==> src/rtl/booth_multiplier_pkg.sv <==
// Shared types for the radix-2 Booth multiplier: FSM states and Booth op decode.
package booth_multiplier_pkg;

   typedef enum logic [1:0] {
      ST_IDLE = 2'd0,
      ST_RUN  = 2'd1,
      ST_DONE = 2'd2
   } state_t;

   typedef enum logic [1:0] {
      OP_NOP = 2'd0,
      OP_ADD = 2'd1,
      OP_SUB = 2'd2
   } booth_op_t;

   // Radix-2 Booth recoding of the current multiplier bit pair {P[1], P[0]}.
   function automatic booth_op_t booth_decode(input logic [1:0] pair);
      booth_op_t op;
      case (pair)
         2'b01:   op = OP_ADD;
         2'b10:   op = OP_SUB;
         default: op = OP_NOP;
      endcase
      return op;
   endfunction

endpackage

==> src/rtl/booth_multiplier_addsub.sv <==
// Ripple-carry add/sub engine: o_sum_c = i_a + (i_sub ? ~i_b : i_b) + i_sub, carry-out dropped.
module booth_addsub #(
   parameter int unsigned W = 33
) (
   input  logic [W-1:0] i_a,
   input  logic [W-1:0] i_b,
   input  logic         i_sub,
   output logic [W-1:0] o_sum_c
);

   logic [W-1:0] w_b;
   logic [W-1:0] w_carry;

   assign w_b        = i_b ^ {W{i_sub}};
   assign w_carry[0] = i_sub;

   // One full-adder slice per bit; the final carry-out has no consumer.
   for (genvar g = 0; g < W; g++) begin : g_slice
      assign o_sum_c[g] = i_a[g] ^ w_b[g] ^ w_carry[g];
      if (g < W - 1) begin : g_carry
         assign w_carry[g+1] = (i_a[g] & w_b[g]) | (w_carry[g] & (i_a[g] ^ w_b[g]));
      end
   end

endmodule

==> src/rtl/booth_multiplier.sv <==
// Iterative radix-2 Booth multiplier: signed WIDTH x WIDTH, one add/sub per cycle.
module booth_multiplier
   import booth_multiplier_pkg::*;
#(
   parameter int unsigned WIDTH = 32,
   parameter int unsigned CNT_W = 6
) (
   input  logic             clock,
   input  logic             reset,
   input  logic             ctrl_MULT,
   input  logic [WIDTH-1:0] data_operandA,
   input  logic [WIDTH-1:0] data_operandB,
   output logic [WIDTH-1:0] data_result,
   output logic             data_exception,
   output logic             data_resultRDY,
   output logic             busy
);

   localparam int unsigned HW = WIDTH + 1;
   localparam int unsigned PW = 2 * WIDTH + 2;

   state_t             r_state, w_state_nxt;
   logic [CNT_W-1:0]   r_cnt, w_cnt_nxt;
   logic [PW-1:0]      r_p, w_p_nxt;
   logic [HW-1:0]      r_m, w_m_nxt;
   logic [WIDTH-1:0]   r_result, w_result_nxt;
   logic               r_exc, w_exc_nxt;
   logic               r_rdy, w_rdy_nxt;
   logic               r_busy, w_busy_nxt;

   booth_op_t          w_op;
   logic [HW-1:0]      w_hi;
   logic [HW-1:0]      w_sum;
   logic [HW-1:0]      w_hi_new;
   logic [PW-1:0]      w_p_iter;
   logic [2*WIDTH-1:0] w_product;

   assign w_op = booth_decode(r_p[1:0]);
   assign w_hi = r_p[PW-1:WIDTH+1];

   booth_addsub #(.W(HW)) u_addsub (
      .i_a     (w_hi),
      .i_b     (r_m),
      .i_sub   (w_op == OP_SUB),
      .o_sum_c (w_sum)
   );

   // One Booth step: conditional add/sub into the hi half, then arithmetic shift right.
   assign w_hi_new  = (w_op == OP_NOP) ? w_hi : w_sum;
   assign w_p_iter  = {w_hi_new[WIDTH], w_hi_new, r_p[WIDTH:1]};
   assign w_product = {w_hi_new, r_p[WIDTH:2]};

   // Next-state, datapath and output decisions; a start pulse wins in every state.
   always_comb begin
      w_state_nxt  = r_state;
      w_cnt_nxt    = r_cnt;
      w_p_nxt      = r_p;
      w_m_nxt      = r_m;
      w_result_nxt = r_result;
      w_exc_nxt    = r_exc;
      w_rdy_nxt    = 1'b0;
      w_busy_nxt   = 1'b0;

      if (ctrl_MULT) begin
         w_state_nxt = ST_RUN;
         w_cnt_nxt   = '0;
         w_p_nxt     = {HW'(0), data_operandB, 1'b0};
         w_m_nxt     = {data_operandA[WIDTH-1], data_operandA};
         w_busy_nxt  = 1'b1;
      end else begin
         case (r_state)
            ST_RUN: begin
               w_p_nxt   = w_p_iter;
               w_cnt_nxt = r_cnt + CNT_W'(1);
               if (r_cnt == CNT_W'(WIDTH - 1)) begin
                  w_state_nxt  = ST_DONE;
                  w_result_nxt = w_product[WIDTH-1:0];
                  w_exc_nxt    = (w_product[2*WIDTH-1:WIDTH] != {WIDTH{w_product[WIDTH-1]}});
                  w_rdy_nxt    = 1'b1;
               end else begin
                  w_busy_nxt = 1'b1;
               end
            end
            ST_DONE: w_state_nxt = ST_IDLE;
            default: w_state_nxt = ST_IDLE;
         endcase
      end
   end

   // State and datapath registers with synchronous reset.
   always_ff @(posedge clock) begin
      if (reset) begin
         r_state  <= ST_IDLE;
         r_cnt    <= '0;
         r_p      <= '0;
         r_m      <= '0;
         r_result <= '0;
         r_exc    <= 1'b0;
         r_rdy    <= 1'b0;
         r_busy   <= 1'b0;
      end else begin
         r_state  <= w_state_nxt;
         r_cnt    <= w_cnt_nxt;
         r_p      <= w_p_nxt;
         r_m      <= w_m_nxt;
         r_result <= w_result_nxt;
         r_exc    <= w_exc_nxt;
         r_rdy    <= w_rdy_nxt;
         r_busy   <= w_busy_nxt;
      end
   end

   assign data_result    = r_result;
   assign data_exception = r_exc;
   assign data_resultRDY = r_rdy;
   assign busy           = r_busy;

endmodule

==> config.mk <==
export PLATFORM = sky130hd
export DESIGN_NAME = booth_multiplier
export DESIGN_NICKNAME = d
export VERILOG_FILES = /design/src/rtl/booth_multiplier_pkg.sv /design/src/rtl/booth_multiplier_addsub.sv /design/src/rtl/booth_multiplier.sv
export SDC_FILE = /design/constraint.sdc
export NUM_CORES = 1
export LEC_CHECK = 0
export ABC_AREA = 1
export BUFFER_PORTS_ARGS = -buffer_cell sky130_fd_sc_hd__buf_2
export CELL_PAD_IN_SITES_DETAIL_PLACEMENT = 0
export CELL_PAD_IN_SITES_GLOBAL_PLACEMENT = 1
export CORE_ASPECT_RATIO = 0.75
export CORE_MARGIN = 2
export CORE_UTILIZATION = 42
export CTS_CLUSTER_DIAMETER = 50
export CTS_CLUSTER_SIZE = 40
export DETAILED_ROUTE_END_ITERATION = 7
export PLACE_DENSITY_LB_ADDON = 0.1
export SLEW_MARGIN = 25
export SYNTH_ARGS = -nofsm -noshare
export SYNTH_HDL_FRONTEND = slang
export SYNTH_SLANG_ARGS = --single-unit
export TNS_END_PERCENT = 5
==> constraint.sdc <==
create_clock -name clock -period 18.7 [get_ports clock]
set_input_delay 3.74 -clock clock [delete_from_list [all_inputs] [get_ports clock]]
set_output_delay 3.74 -clock clock [all_outputs]
set_load 0.005 [all_outputs]
==> results by group, run 1 <==
Status
  • Status: completed

Timing
  • Post-route setup TNS: 0 ps
  • Clock skew: a little under 7 ps
  • Period utilization: 0.815
  • F_max: 65.6 MHz
  • Fin crit period: 15230 ps
  • Unrepaired setup endpoints after global routing: false
  • Hold Vio Cnt, Final: 0
  • Pins Over Slew Limit: 0
  • Final setup viols: 0
  • Slew at the pin closest to its max-slew limit: roughly 1000 ps
  • Relative slew slack: 0.307

Finish
  • Final Non-Filler Cells: 1262
  • Area delta synth->final: 16.5%
  • ANT cells: 0
  • Leading cell type in the layout, fill and taps excluded: nand2_1
  • Share of layout cells above drive strength 1: 0.166
  • Final #Nets: 1135
  • Fin area: between 8000 and 9000 um2
  • Highest-count cells in the layout ignoring fill and taps: 177 x nand2_1, 142 x o21ai_0, 140 x dfxtp_1, 124 x nor2_1, 122 x inv_1

Drt
  • Final ANT Viol Nets: 0
  • Vias: between 5000 and 6000
  • Avg WL per Cell: ~14 um
  • Drt drc: 0
  • First-pass iteration count of the detailed router: 5
  • Via density: 4.68
  • Drt total wl: 17200 um
  • Detailed Route Iter0 Violations: 365

Clock network
  • CTS Sinks: 140
  • Setup Buffers After CTS: 0
  • Clk slew on worst S/H paths: ~60 ps
  • CTS Buf Count: 17
  • Clk_lat worst skew: 420 ps
  • Post_cts resized: 0
  • Clk buf depth: 2
  • CTS Hold Buffers Added: 0
  • CTS H-tree lvls: 4
  • CTS root buffer: clkbuf_16
  • CTS tree: done

Flow run
  • MaxCap Viol Count: 0

Synthesis
  • #FFs+latches synth: 140
  • Synth Warn #: 0
  • Avg Synthesized Cell Area: 7.37 um2
  • Post-synthesis cell area: 7120 um2
  • Net count after synthesis: approximately 1100
  • Seq/Total Area, Yosys: 0.394
  • Count of different cell masters after synthesis: 28
  • Number of cells produced by synthesis: just under 1000

Die
  • Die ar.: between 15000 and 20000 um2
  • Boundary Pins: about 100
  • Die Y: ~120 um
  • Initial Utilization: 0.425
  • Core footprint: between 15000 and 20000 um2
  • Cell Rows: between 40 and 50
  • Die width: 154 um

Place
  • DP Area: 7670 um2
  • Gpl congestion: 0.801
  • Placed cell count: around 1200
  • I/O Buffers: slightly above 100
  • Final HPWL DP: 11000 um

Worst setup path
  • Crit path max-delay family: adder cells
  • Worst EP arrival: 15540 ps
  • Worst path max stage delay: 460 ps
  • Crit. End Element: flip-flop
  • Startpoint Class: flip-flop
  • Crit Path Class: reg -> reg
  • Critical-path top delay cell: fa_1
  • Buf/Inv on CP: 3
  • CP Data Required Time: between 15000 and 20000 ps
  • Worst path most repeated cell: fa_1
  • Crit-path max FO: 32

Power and ir drop
  • Maximum VDD drop: 0.0000543 V
  • PD cells: about 92 nW/um2
  • Total power: between 700 and 800 uW
  • Pleak: 4.01 nW

Global route
  • Initial antenna violation count: 0
  • Vias in the first global route: 5435
  • First-pass GRT wire length: between 20000 and 30000 um
  • Pin count of the biggest net entering global routing: slightly below 100
  • GRT Resource Usage Total: 0.200
  • Global route overflow: 0

Hold path
  • Hold WC Path Type: reg -> reg
==> routing by layer <==
| metal | vias up | GRT usage | share of wire |
|---|---|---|---|
| li1 | 3190 | - | - |
| met1 | 2612 | 0.305 | 0.54 |
| met2 | 101 | 0.283 | 0.40 |
| met3 | 9 | 0.0460 | 0.046 |
| met4 | 0 | 0.0525 | 0.0090 |
| met5 | - | 0 | 0 |
==> where the power goes <==
part / switching, mW / internal (mW) / total (mW)
clock network: 0.133 / 0.214 / 0.347
registers: 0.00846 / 0.311 / 0.319
logic: 0.0654 / 0.0347 / 0.100
==> registers in the layout, summed over array words and instances, names as in the netlist <==
register        flops
r_p                65
data_result        32
r_m                32
r_cnt               6
r_state             2
busy                1
data_exception      1
data_resultRDY      1
==> synth_stat cells <==
cell | number | area share
a211oi_1 | 2 | 0.0021
a21oi_1 | 30 | 0.021
a31oi_1 | 9 | 0.0079
buf_1 | 2 | 0.0011
buf_2 | 16 | 0.011
buf_4 | 1 | 0.0011
buf_6 | 5 | 0.0079
clkbuf_1 | 32 | 0.017
clkinv_1 | 2 | 0.0011
dfxtp_1 | 140 | 0.39
fa_1 | 31 | 0.087
ha_1 | 2 | 0.0035
inv_1 | 123 | 0.065
inv_2 | 4 | 0.0021
nand2_1 | 177 | 0.093
nand2_2 | 2 | 0.0018
nand3_1 | 46 | 0.032
nor2_1 | 124 | 0.065
nor2_2 | 1 | 0.00088
nor3_1 | 5 | 0.0035
nor3_2 | 1 | 0.0014
nor3b_1 | 1 | 0.0011
nor4_1 | 2 | 0.0018
o21a_1 | 1 | 0.0011
o21ai_0 | 142 | 0.10
o21ai_1 | 6 | 0.0042
o21ai_2 | 27 | 0.033
xor2_1 | 31 | 0.038
==> cells by family (layout without fill, tap and decap cells) <==
logic type	after synthesis	in the layout	synth area share
buf+inv	185	267	0.106
xor+xnor	31	31	0.0382
simple gates	359	359	0.202
compound gates	217	217	0.170
fa+ha+maj	33	33	0.0907
flops	140	140	0.394
==> metrics by stage <==
step | worst slack (ps) | hold slack, ps | util
floorplan | 4140 | 435 | -
global placement | 3560 | 452 | 0.459
detailed placement | 3450 | 459 | 0.459
CTS | 3380 | 467 | 0.495
global route | 2620 | 499 | 0.496
finish | 3470 | 472 | 0.496
==> path summary, 6_finish.rpt <==
kind | start | to | slack [ps] | cells past startpoint
worst min-delay path | r_cnt[5] | r_cnt[5] | 470 | 2
worst min register to register | r_cnt[5] | r_cnt[5] | 470 | 2
worst max register to register | r_p[0] | data_exception | 3470 | 44
worst max-delay path | r_p[0] | data_exception | 3470 | 44
==> cell type report <==
| cell class | instances | area (um2) |
|---|---|---|
| tap | 215 | 269 |
| sequential | 140 | 2800 |
| timing repair buffer | 107 | 551 |
| multi-input combinational | 640 | 3570 |
| clock inverter | 12 | 163 |
| fill | 1691 | 8440 |
| inverter | 129 | 484 |
| clock buffer | 19 | 443 |
==> worst register-to-register path: cells and delay by family, from the launching register on <==
family,cells,cell delay [ps]
xor+xnor,1,180
fa+ha+maj,32,13380
buf+inv,3,610
flops,1,290
simple gates,8,650
(Power assumes the default switching activity.)
==> run 2, diff against run 1 <==
CORE_UTILIZATION = 38   (was 42)
clock period = 12.85 ns   (was 18.7 ns; I/O delays follow)
==> results by group, run 2 (same netlist as run 1, synthesis figures left out) <==
Status
  • Status: finished with violations
  • Failing checks: setup timing

Finish
  • Area delta synth->final: 18.1%
  • Leading cell type in the layout, fill and taps excluded: nand2_1
  • Final #Nets: 1143 (+0.70%)
  • FILL cells: 1919 (+13%)
  • Highest-count cells in the layout ignoring fill and taps: 177 x nand2_1, 142 x o21ai_0, 140 x dfxtp_1, 124 x nor2_1, 121 x inv_1
  • Share of layout cells above drive strength 1: 0.204 (+0.0374)
  • ANT cells: 0 (unchanged)
  • Max reg flops: 65 (unchanged)
  • Register area: 2800 um2 (unchanged)
  • Multi-input gate area: 3640 um2 (+2.0%)
  • Reg with most FFs: r_p

Drt
  • Drt total wl: 18000 um (+4.9%)
  • First-pass iteration count of the detailed router: 5 (unchanged)
  • Via density: 4.59 (-2.1%)
  • Vias: 5976 (+1.1%)
  • Final ANT Viol Nets: 0 (unchanged)
  • Avg WL per Cell: 13.8 um (+1.6%)
  • Drt drc: 0 (unchanged)
  • Detailed Route Iter0 Violations: 351 (-3.8%)

Clock network
  • Clk buf depth: 2 (unchanged)
  • Clk_lat worst skew: 430 ps (about the same)
  • CTS Buf Count: 17 (unchanged)
  • Setup Buffers After CTS: 0 (unchanged)
  • CTS Sinks: 140 (unchanged)
  • CTS H-tree lvls: 4 (unchanged)
  • CTS root buffer: clkbuf_16
  • Clk slew on worst S/H paths: 60 ps (about the same)
  • CTS Hold Buffers Added: 0 (unchanged)
  • CTS tree: done

Worst setup path
  • Crit Path Class: reg -> reg
  • Crit-path max FO: 3 (-91%)
  • Worst EP arrival: 13340 ps (-2200 ps)
  • CP Data Required Time: 13160 ps (-5840 ps)
  • Worst path max stage delay: 390 ps (-70 ps)
  • Startpoint Class: flip-flop
  • Crit. End Element: flip-flop
  • Worst path most repeated cell: fa_2
  • Critical-path top delay cell: fa_2

Power and ir drop
  • PD cells: 129 nW/um2 (+40%)
  • Maximum VDD drop: 0.0000702 V (+29%)
  • Pleak: 3.97 nW (-0.88%)
  • Total power: 1.09 mW (+42%)

Flow run
  • MaxCap Viol Count: 0 (unchanged)

Place
  • Final HPWL DP: 11500 um (+5.3%)
  • Setup WS pre-CTS: -304 ps (-3750 ps)
  • I/O Buffers: 101 (unchanged)
  • Gpl congestion: 0.762 (-4.9%)

Global route
  • Initial antenna violation count: 0 (unchanged)
  • First-pass GRT wire length: 29200 um (+3.0%)
  • GRT Resource Usage Total: 0.188 (-0.0126)
  • Global route overflow: 0 (unchanged)
  • Pin count of the biggest net entering global routing: 97 (unchanged)
  • Vias in the first global route: 5465 (+0.55%)

Die
  • Die ar.: 19800 um2 (+10%)
  • Core footprint: 18400 um2 (+10%)
  • Cell Rows: 43 (+4.9%)
  • Boundary Pins: 102 (unchanged)
  • Initial Utilization: 0.387 (-0.0388)
  • Die width: 162 um (+5.0%)
  • Die Y: 123 um (+5.0%)

Timing
  • F_max: 76.7 MHz (+17%)
  • Setup WS post-layout: -183 ps (-3650 ps)
  • Slew at the pin closest to its max-slew limit: 927 ps (-109 ps)
  • Pins Over Slew Limit: 0 (unchanged)
  • Hold Vio Cnt, Final: 0 (unchanged)
  • Relative slew slack: 0.382 (+0.0752)
  • Fin crit period: 13030 ps (-2200 ps)
  • Period utilization: 1.01 (+0.200)
  • Final setup viols: 1 (+1)
  • Clock skew: 14.8 ps (+7.85 ps)
  • Hold_ws: 474 ps (+2.77 ps)
  • Unrepaired setup endpoints after global routing: true

Hold path
  • Hold WC Path Type: reg -> reg
## run 2: path summary, 6_finish.rpt
kind	from	endpoint	slack (ps)	cells past startpoint
setup / recovery	r_p[0]	data_exception	-180	44
hold reg to reg	data_result[10]	data_result[10]	470	2
setup reg to reg	r_p[0]	data_exception	-180	44
hold / removal	data_result[10]	data_result[10]	470	2
## run 2: cell type report
class,instances,area share
Multi-Input combinational cell,640,0.434
Tap cell,247,0.0368
Clock buffer,18,0.0510
Sequential cell,140,0.333
Clock inverter,14,0.0150
Timing Repair Buffer,115,0.0726
Inverter,129,0.0576
## run 2: through the flow
| step | area [um2] | util | std cells | TNS (ps) |
|---|---|---|---|---|
| 2_1_floorplan | 7200 | - | 965 | -197 |
| 3_3_place_gp | 7840 | 0.426 | 1271 | -248 |
| 3_5_place_dp | 7840 | 0.426 | 1271 | -365 |
| 4_1_cts | 8400 | 0.457 | 1303 | -267 |
| 5_1_grt | 8410 | 0.457 | 1303 | -1340 |
| 6_report | 8410 | 0.457 | 1303 | -183 |
## run 2: power by group
group / leakage (nW) / total, mW / switching (mW) / internal, mW
clock: 0.264 / 0.471 / 0.217 / 0.254
sequential: 1.15 / 0.464 / 0.0121 / 0.452
combinational: 2.56 / 0.152 / 0.0986 / 0.0538
## run 2: per-layer routing
layer	GRT usage	share of wire	vias to the layer above	wire length, um
li1	-	-	3196	-
met1	0.298	0.57	2670	10300
met2	0.252	0.39	100	7020
met3	0.0443	0.036	10	646
met4	0.0404	0.0062	0	112
met5	0	0	-	0
## run 2: worst max-delay path: cells and delay by family (launching register included)
| family | cells | cell delay, ps |
|---|---|---|
| adder cells (fa/ha/maj) | 32 | 11690 |
| buffers and inverters | 2 | 110 |
| AND/OR/NAND/NOR | 9 | 700 |
| flip-flops | 1 | 310 |
| AO/OA/AOI/OAI | 1 | 60 |
## run 2: repair_timing
action	4_1_cts	5_1_grt
hold endpoints to repair	0	0
pin swaps	2	0
resized for setup	2	0
endpoints found under the setup margin	2	4
